--- src/rtl/char_hp_ctrl.sv ---
// rtl/char_hp_ctrl.sv - player HP sequencer: hit arbitration, i-frames, death and respawn
// All outputs are registered and reflect the state/counter being entered on each edge.
module char_hp_ctrl #(
    parameter int MAX_HP         = 10,
    parameter int INVULN_FRAMES  = 60,
    parameter int RESPAWN_FRAMES = 120,
    parameter int BLINK_BIT      = 2
) (
    input  logic       clk,
    input  logic       rst,
    input  logic       frame_tick,
    input  logic       game_start,
    input  logic [1:0] hit_req,
    input  logic [3:0] hit_dmg0,
    input  logic [3:0] hit_dmg1,
    input  logic       heal_req,
    input  logic [3:0] heal_amt,
    output logic [1:0] hit_ack,
    output logic [3:0] char_hp,
    output logic       char_visible,
    output logic       invuln,
    output logic       char_dead,
    output logic       respawn_pulse
);

    localparam int CNT_MAX = (INVULN_FRAMES > RESPAWN_FRAMES) ? INVULN_FRAMES : RESPAWN_FRAMES;
    localparam int CW      = $clog2(CNT_MAX + 1);

    localparam logic [3:0]    HP_FULL   = 4'(MAX_HP);
    localparam logic [4:0]    HP_FULL5  = 5'(MAX_HP);
    localparam logic [CW-1:0] INV_LAST  = CW'(INVULN_FRAMES);
    localparam logic [CW-1:0] RESP_LAST = CW'(RESPAWN_FRAMES);

    typedef enum logic [2:0] {
        S_IDLE,
        S_ALIVE,
        S_INVULN,
        S_DEAD,
        S_RESPAWN
    } state_t;

    state_t        state_q, state_d;
    logic [CW-1:0] cnt_q, cnt_d;
    logic [3:0]    hp_q, hp_d;
    logic [1:0]    ack_q, ack_d;
    logic          vis_q, vis_d;
    logic          inv_q, inv_d;
    logic          dead_q, dead_d;
    logic          resp_q, resp_d;

    logic [3:0]    sel_dmg;
    logic [3:0]    dmg_res;
    logic [4:0]    heal_sum;
    logic [3:0]    heal_res;
    logic [CW-1:0] cnt_inc;

    assign sel_dmg  = hit_req[0] ? hit_dmg0 : hit_dmg1;
    assign dmg_res  = (sel_dmg >= hp_q) ? 4'd0 : (hp_q - sel_dmg);
    assign heal_sum = {1'b0, hp_q} + {1'b0, heal_amt};
    assign heal_res = (heal_sum > HP_FULL5) ? HP_FULL : heal_sum[3:0];
    assign cnt_inc  = cnt_q + 1'b1;

    always_ff @(posedge clk or posedge rst) begin
        if (rst) begin
            state_q <= S_IDLE;
            cnt_q   <= '0;
            hp_q    <= HP_FULL;
            ack_q   <= 2'b00;
            vis_q   <= 1'b1;
            inv_q   <= 1'b0;
            dead_q  <= 1'b0;
            resp_q  <= 1'b0;
        end else begin
            state_q <= state_d;
            cnt_q   <= cnt_d;
            hp_q    <= hp_d;
            ack_q   <= ack_d;
            vis_q   <= vis_d;
            inv_q   <= inv_d;
            dead_q  <= dead_d;
            resp_q  <= resp_d;
        end
    end

    // Every state entry clears the counter, so a tick coinciding with an entry is dropped.
    always_comb begin
        state_d = state_q;
        cnt_d   = cnt_q;
        hp_d    = hp_q;
        ack_d   = 2'b00;
        if (game_start) begin
            state_d = S_ALIVE;
            cnt_d   = '0;
            hp_d    = HP_FULL;
        end else begin
            case (state_q)
                S_IDLE: ;
                S_ALIVE: begin
                    if (|hit_req) begin
                        ack_d   = hit_req[0] ? 2'b01 : 2'b10;
                        hp_d    = dmg_res;
                        cnt_d   = '0;
                        state_d = (dmg_res == 4'd0) ? S_DEAD : S_INVULN;
                    end else if (heal_req) begin
                        hp_d = heal_res;
                    end
                end
                S_INVULN: begin
                    if (heal_req) hp_d = heal_res;
                    if (frame_tick) begin
                        if (cnt_inc == INV_LAST) begin
                            state_d = S_ALIVE;
                            cnt_d   = '0;
                        end else begin
                            cnt_d = cnt_inc;
                        end
                    end
                end
                S_DEAD: begin
                    hp_d = 4'd0;
                    if (frame_tick) begin
                        if (cnt_inc == RESP_LAST) begin
                            state_d = S_RESPAWN;
                            cnt_d   = '0;
                            hp_d    = HP_FULL;
                        end else begin
                            cnt_d = cnt_inc;
                        end
                    end
                end
                S_RESPAWN: begin
                    state_d = S_INVULN;
                    cnt_d   = '0;
                    hp_d    = HP_FULL;
                end
                default: begin
                    state_d = S_IDLE;
                    cnt_d   = '0;
                end
            endcase
        end
    end

    always_comb begin
        inv_d  = (state_d == S_INVULN);
        dead_d = (state_d == S_DEAD);
        resp_d = (state_d == S_RESPAWN);
        vis_d  = inv_d ? ~cnt_d[BLINK_BIT] : 1'b1;
    end

    assign hit_ack       = ack_q;
    assign char_hp       = hp_q;
    assign char_visible  = vis_q;
    assign invuln        = inv_q;
    assign char_dead     = dead_q;
    assign respawn_pulse = resp_q;

endmodule

--- config.mk ---
export PLATFORM = sky130hd
export DESIGN_NAME = char_hp_ctrl
export DESIGN_NICKNAME = d
export VERILOG_FILES = /design/src/rtl/char_hp_ctrl.sv
export SDC_FILE = /design/constraint.sdc
export NUM_CORES = 1
export LEC_CHECK = 0
export CAP_MARGIN = 5
export CORE_UTILIZATION = 40
export CTS_CLUSTER_DIAMETER = 40
export DETAILED_ROUTE_END_ITERATION = 10
export SYNTH_ARGS = -nofsm -noshare
export SYNTH_HDL_FRONTEND = slang
export SYNTH_SLANG_ARGS = --single-unit
--- constraint.sdc ---
create_clock -name clk -period 7 [get_ports clk]
set_clock_uncertainty 0.2 [all_clocks]
set_input_delay 2.1 -clock clk [delete_from_list [all_inputs] [get_ports clk]]
set_output_delay 2.1 -clock clk [all_outputs]
set_load 0.02 [all_outputs]
==> results.json, run 1 <==
{
  "power_density_nw_per_um2": 303,
  "placed_area_um2": 1920,
  "criticalPathCategory": "in -> reg",
  "clk_path_buf_depth": 2,
  "path_cells": "clkdlybuf4s50_1 > mux2_2 > ha_1 > inv_1 > fa_1 > or4_4 > o22ai_2 > nor2_1 > a211oi_2",
  "fin_ws_ns": 2.18,
  "leakage_nw": 0.825,
  "grt_overflow": 0,
  "min_period_ns": 4.82,
  "status": "finished, final reports clean",
  "ctsHoldBuffers": 0,
  "r2r-end": "char_dead",
  "via_count": 1412,
  "drt_first_pass_iters": 4,
  "crit_path_end_kind": "flip-flop",
  "yosysTopAreaCell": "dfrtp_1",
  "grtUsageTotal_pct": 18.1,
  "yosysSeqAreaShare_pct": 30.9,
  "routabilityCongestion": 0.813,
  "ys_async_sr_fraction_pct": 100,
  "ys_seq_elements": 20,
  "maxUsedRoutingLayer": "met4",
  "core_area_um2": 3800,
  "grt_pass1_wl_um": 6050,
  "drc": 0,
  "max_stage_delay_ns": 0.66,
  "die_height_um": 65.9,
  "path_buf_inv": 2,
  "synth_area_um2": 1630,
  "routed_wl_um": 3590,
  "die_x_um": 65.9,
  "cp_top_family": "buffers and inverters",
  "synth_top_area_share_pct": 26.0,
  "cts_buffers": 3,
  "yosysMostFrequentCell": "nand2_1",
  "cts_htree_levels": 1,
  "syn_nets": 219,
  "min_to": "char_hp[3]",
  "wl_met2_um": 1650,
  "synthDistinctLibCells": 59,
  "clkSlewWorstSetupHoldPaths_ns": 0.07,
  "cp.arrival_ns": 4.80,
  "reg2reg_slack_ns": 4.58,
  "hpwlAfterDp_um": 2770,
  "cts_tree": "yes",
  "grt_start_max_net_pins": 21,
  "rsz0062_at_grt": "false",
  "cp-start-kind": "input pin",
  "crit_required_ns": 6.98,
  "post_drt_via_cell_ratio": 5.43,
  "synth-edff-count": 0,
  "hold_class": "reg -> reg",
  "slowest_stage": "clkdlybuf4s50_1",
  "slew_headroom_pct": 47.6,
  "drt_iter0_drc": 72,
  "nets": 243,
  "die-area_um2": 4340,
  "crit_path_max_fanout": 8,
  "synthTopCellsByArea": "dfrtp_1, ha_1, dfstp_2",
  "synth_cells": 189,
  "grt_pass1_vias": 1285,
  "cap_violations": 0,
  "setup_tns_ns": 0,
  "num_rows": 22,
  "max_freq_ghz": 0.207,
  "post_cts_buffers": 0,
  "antenna_found_initial": 0,
  "min_period_over_period_pct": 68.9,
  "worstMarginPinSlew_ns": 0.785,
  "wl_met3_um": 123,
  "wirelength_met1_um": 1790,
  "final_cell_area_um2": 1980,
  "hold_depth": 1,
  "initial_core_util_pct": 43.0,
  "ir_drop_mv": 0.187,
  "rr_worst_depth": 9,
  "ios": 29,
  "post-route-util_pct": 52.0,
  "pre_cts_ws_ns": 1.89,
  "r2r-start": "char_hp[0]",
  "min_from": "char_hp[3]",
  "fill_cells": 348,
  "numPortBuffers": 28,
  "cts_root_buf": "clkbuf_8",
  "diodes": 0,
  "hold_viol": 0,
  "yosys_warnings": 0,
  "syn2layout_area_growth_pct": 21.0,
  "clkLatencyLatePin_ns": 0.26,
  "post_cts_resized": 0,
  "drive_gt1_share_pct": 9.91,
  "synthFlopType": "dfrtp_1",
  "setup_viol": 0,
  "antenna_left": 0,
  "synth.top_cells.by_count": "nand2_1, dfrtp_1, o21ai_0, inv_1",
  "post_drt_wl_per_cell_um": 13.8,
  "syn_avg_cell_area_um2": 8.65,
  "numClockSinks": 20,
  "drv_slew": 0
}
layer usage:
layer / up-vias / track usage, %
met5: - / 0
met2: 30 / 28.8
li1: 729 / -
met4: 0 / 4.08
met1: 649 / 24.7
met3: 4 / 4.31
cell type report:
cell class | count | area (um^2) | share of cell area [%]
Clock buffer | 4 | 55.1 | 2.78
Multi-Input combinational cell | 147 | 1030 | 52.0
Sequential cell | 20 | 504 | 25.5
Tap cell | 48 | 60.1 | 3.04
Inverter | 13 | 48.8 | 2.47
Timing Repair Buffer | 28 | 280 | 14.2
cells in the final DEF (no fill, tap or decap), types with 2 or more instances in the layout:
cell             count
clkdlybuf4s50_1     28
nand2_1             21
dfrtp_1             17
o21ai_0             13
inv_1               12
nor2_1               9
ha_1                 9
a21oi_1              8
xor2_1               6
o21ai_1              5
nand3_1              5
and3_1               5
nor3_1               5
xnor2_1              4
clkbuf_8             4
or3_1                3
mux2i_1              3
a21o_1               3
dfstp_2              3
or4_4                2
nor3b_1              2
nand4b_1             2
nand4_1              2
o22ai_1              2
and2_1               2
nand2b_1             2
o211ai_1             2
nor2b_1              2
a31oi_1              2
fa_1                 2
metrics by stage:
stage               total power [W]  hold slack, ns  instances
finish                     0.000600           0.363        260
global route               0.000655           0.385        260
CTS                        0.000605           0.368        260
detailed placement         0.000513           0.352        256
global placement           0.000508           0.352        256
floorplan                  0.000417           0.334        189
flip-flops by register name, indices dropped and copies added, names as in the netlist:
name           flops
cnt_q              7
char_hp            4
state_q            3
hit_ack            2
char_dead          1
char_visible       1
invuln             1
respawn_pulse      1
kinds of logic after synthesis:
kind of cell | after synthesis | share of synthesized area (%)
adders and majority gates | 11 | 9.34
buffers and inverters | 22 | 6.20
xor gates and xnor gates | 10 | 5.36
muxes | 4 | 2.53
and+or+nand+nor | 71 | 24.0
DFF | 20 | 30.9
AOI/OAI and AO/OA | 51 | 21.7
power by group:
| part | total (W) | internal [W] | switching (W) |
|---|---|---|---|
| combinational | 0.000327 | 0.000154 | 0.000172 |
| sequential | 0.000185 | 0.000143 | 0.0000426 |
| clock | 0.0000880 | 0.0000501 | 0.0000380 |
worst max path at each step:
| stage | slack, ns | start | cells past startpoint | end |
|---|---|---|---|---|
| final | 2.18 | hit_req[0] | 9 | char_dead |
| after global routing | 2.08 | hit_req[0] | 9 | char_dead |
| after CTS | 2.17 | hit_req[0] | 9 | char_dead |
| after detailed placement | 1.89 | hit_req[0] | 9 | char_dead |
| after global placement | 1.97 | hit_req[0] | 9 | char_dead |
| after floorplan | 2.42 | hit_req[0] | 9 | char_dead |
(Power assumes the default switching activity.)
==> inputs of run 2 (changes only) <==
==> constraint.sdc (replaced) <==
create_clock -name clk -period 4.65 [get_ports clk]
set_clock_uncertainty 0.2 [all_clocks]
set_input_delay 1.395 -clock clk [delete_from_list [all_inputs] [get_ports clk]]
set_output_delay 1.395 -clock clk [all_outputs]
set_load 0.02 [all_outputs]
==> results.json, run 2 (same netlist as run 1, synthesis figures left out) <==
{
  "status": "finished, final reports clean",
  "hold_depth": 1,
  "path_cells": "clkdlybuf4s50_1 > mux2_2 > ha_1 > inv_1 > fa_1 > or4_4 > o22ai_2 > nor2_1 > a211oi_2",
  "layout_common_cells": "clkdlybuf4s50_1, nand2_1, dfrtp_1, o21ai_0, inv_1",
  "hold_viol": 0,
  "mostFrequentLayoutCell": "clkdlybuf4s50_1",
  "hpwlAfterDp_um": 2790,
  "routabilityCongestion": 0.798,
  "ios": 29,
  "power_frac_seq_pct": 29.2,
  "post_cts_buffers": 0,
  "clkSlewWorstSetupHoldPaths_ns": 0.09,
  "ctsHoldBuffers": 0,
  "worstMarginPinSlew_ns": 0.787,
  "intPower_w": 0.000564,
  "die_x_um": 65.9,
  "pwr-share-comb_pct": 51.9,
  "min_period_ns": 3.90,
  "criticalPathCategory": "in -> reg",
  "p_switching_w": 0.000387,
  "reg2reg_slack_ns": 2.21,
  "grt_pass1_wl_um": 6340,
  "pwr-share-clk_pct": 18.8,
  "cts_tree": "yes",
  "rsz0062_at_grt": "false",
  "cp.arrival_ns": 3.88,
  "crit_required_ns": 4.63,
  "timing.hold.ws_ns": 0.363,
  "post_cts_resized": 0,
  "antenna_found_initial": 0,
  "antenna_left": 0,
  "grtUsageTotal_pct": 19.0,
  "routed_wl_um": 3560,
  "drc": 0,
  "slowest_stage": "or4_4",
  "diodes": 0,
  "grt_pass1_vias": 1391,
  "finalPower_w": 0.000951,
  "cap_violations": 0,
  "r2r-end": "char_dead",
  "crit_path_max_fanout": 3,
  "min_from": "char_hp[3]",
  "leakage_nw": 0.837,
  "core_area_um2": 3800,
  "die-area_um2": 4340,
  "ir_drop_mv": 0.246,
  "post_drt_wl_per_cell_um": 13.6,
  "drv_slew": 0,
  "regMostFlops": "cnt_q",
  "drt_iter0_drc": 95,
  "initial_core_util_pct": 43.0,
  "numClockSinks": 20,
  "cp-start-kind": "input pin",
  "cts_root_buf": "clkbuf_8",
  "min_period_over_period_pct": 83.9,
  "num_rows": 22,
  "power_density_nw_per_um2": 475,
  "post_drt_via_cell_ratio": 5.51,
  "clk_path_buf_depth": 2,
  "die_height_um": 65.9,
  "r2r-start": "char_hp[0]",
  "clkLatencyLatePin_ns": 0.27,
  "max_stage_delay_ns": 0.55,
  "hold_class": "reg -> reg",
  "cts_buffers": 3,
  "grt_start_max_net_pins": 21,
  "fin_cells": 261,
  "setup_viol": 0,
  "grt_overflow": 0,
  "min_to": "char_hp[3]",
  "drive_gt1_share_pct": 10.3,
  "switching_share_pct": 40.7,
  "post-route-util_pct": 52.7,
  "numPortBuffers": 28,
  "via_count": 1438,
  "nets": 244,
  "slew_headroom_pct": 47.5,
  "drt_first_pass_iters": 4,
  "setup_tns_ns": 0,
  "crit_path_end_kind": "flip-flop",
  "syn2layout_area_growth_pct": 22.4,
  "max_freq_ghz": 0.256,
  "rr_worst_depth": 9,
  "place_inst": 257,
  "largest_register_ffs": 7,
  "cts_htree_levels": 1
}
[run 2: power by group through the flow]
stage                     Clock (W)  Combinational [W]  Sequential (W)
after floorplan                   0           0.000348        0.000280
after global placement            0           0.000486        0.000280
after detailed placement          0           0.000494        0.000281
after CTS                  0.000183           0.000496        0.000278
after global routing       0.000190           0.000563        0.000287
final                      0.000179           0.000494        0.000278
[run 2: how the worst max path moves through the flow]
stage,startpoint,endpoint,cells after the start
2_1_floorplan,hit_req[0],char_dead,9
3_3_place_gp,hit_req[0],char_dead,9
3_5_place_dp,hit_req[0],char_dead,9
4_1_cts,hit_req[0],char_dead,9
5_1_grt,hit_req[0],char_dead,9
6_report,hit_req[0],char_dead,9
[run 2: final cells by class]
class	count	area, um^2
sequential	20	504
inverter	13	48.8
clock inverter	1	30.0
multi-input combinational	147	1030
timing repair buffer	29	288
clock buffer	3	41.3
tap	48	60.1
fill	355	1800
[run 2: per-layer routing]
metal	GRT usage, %	vias up	wire length (um)
li1	-	724	-
met1	26.4	681	1790
met2	29.3	29	1620
met3	3.45	4	115
met4	6.25	0	30
met5	0	-	0
[run 2: worst max-delay path: cells and delay by family]
family	cells	cell delay (ns)
AOI/OAI and AO/OA	2	0.36
adders and majority gates	2	0.61
buffers and inverters	2	0.54
muxes	1	0.33
and+or+nand+nor	2	0.64
[run 2: through the flow]
stage / area (um^2) / setup slack, ns
2_1_floorplan: 1630 / 0.772
3_3_place_gp: 1930 / 0.518
3_5_place_dp: 1930 / 0.468
4_1_cts: 2000 / 0.742
5_1_grt: 2000 / 0.655
6_report: 2000 / 0.747
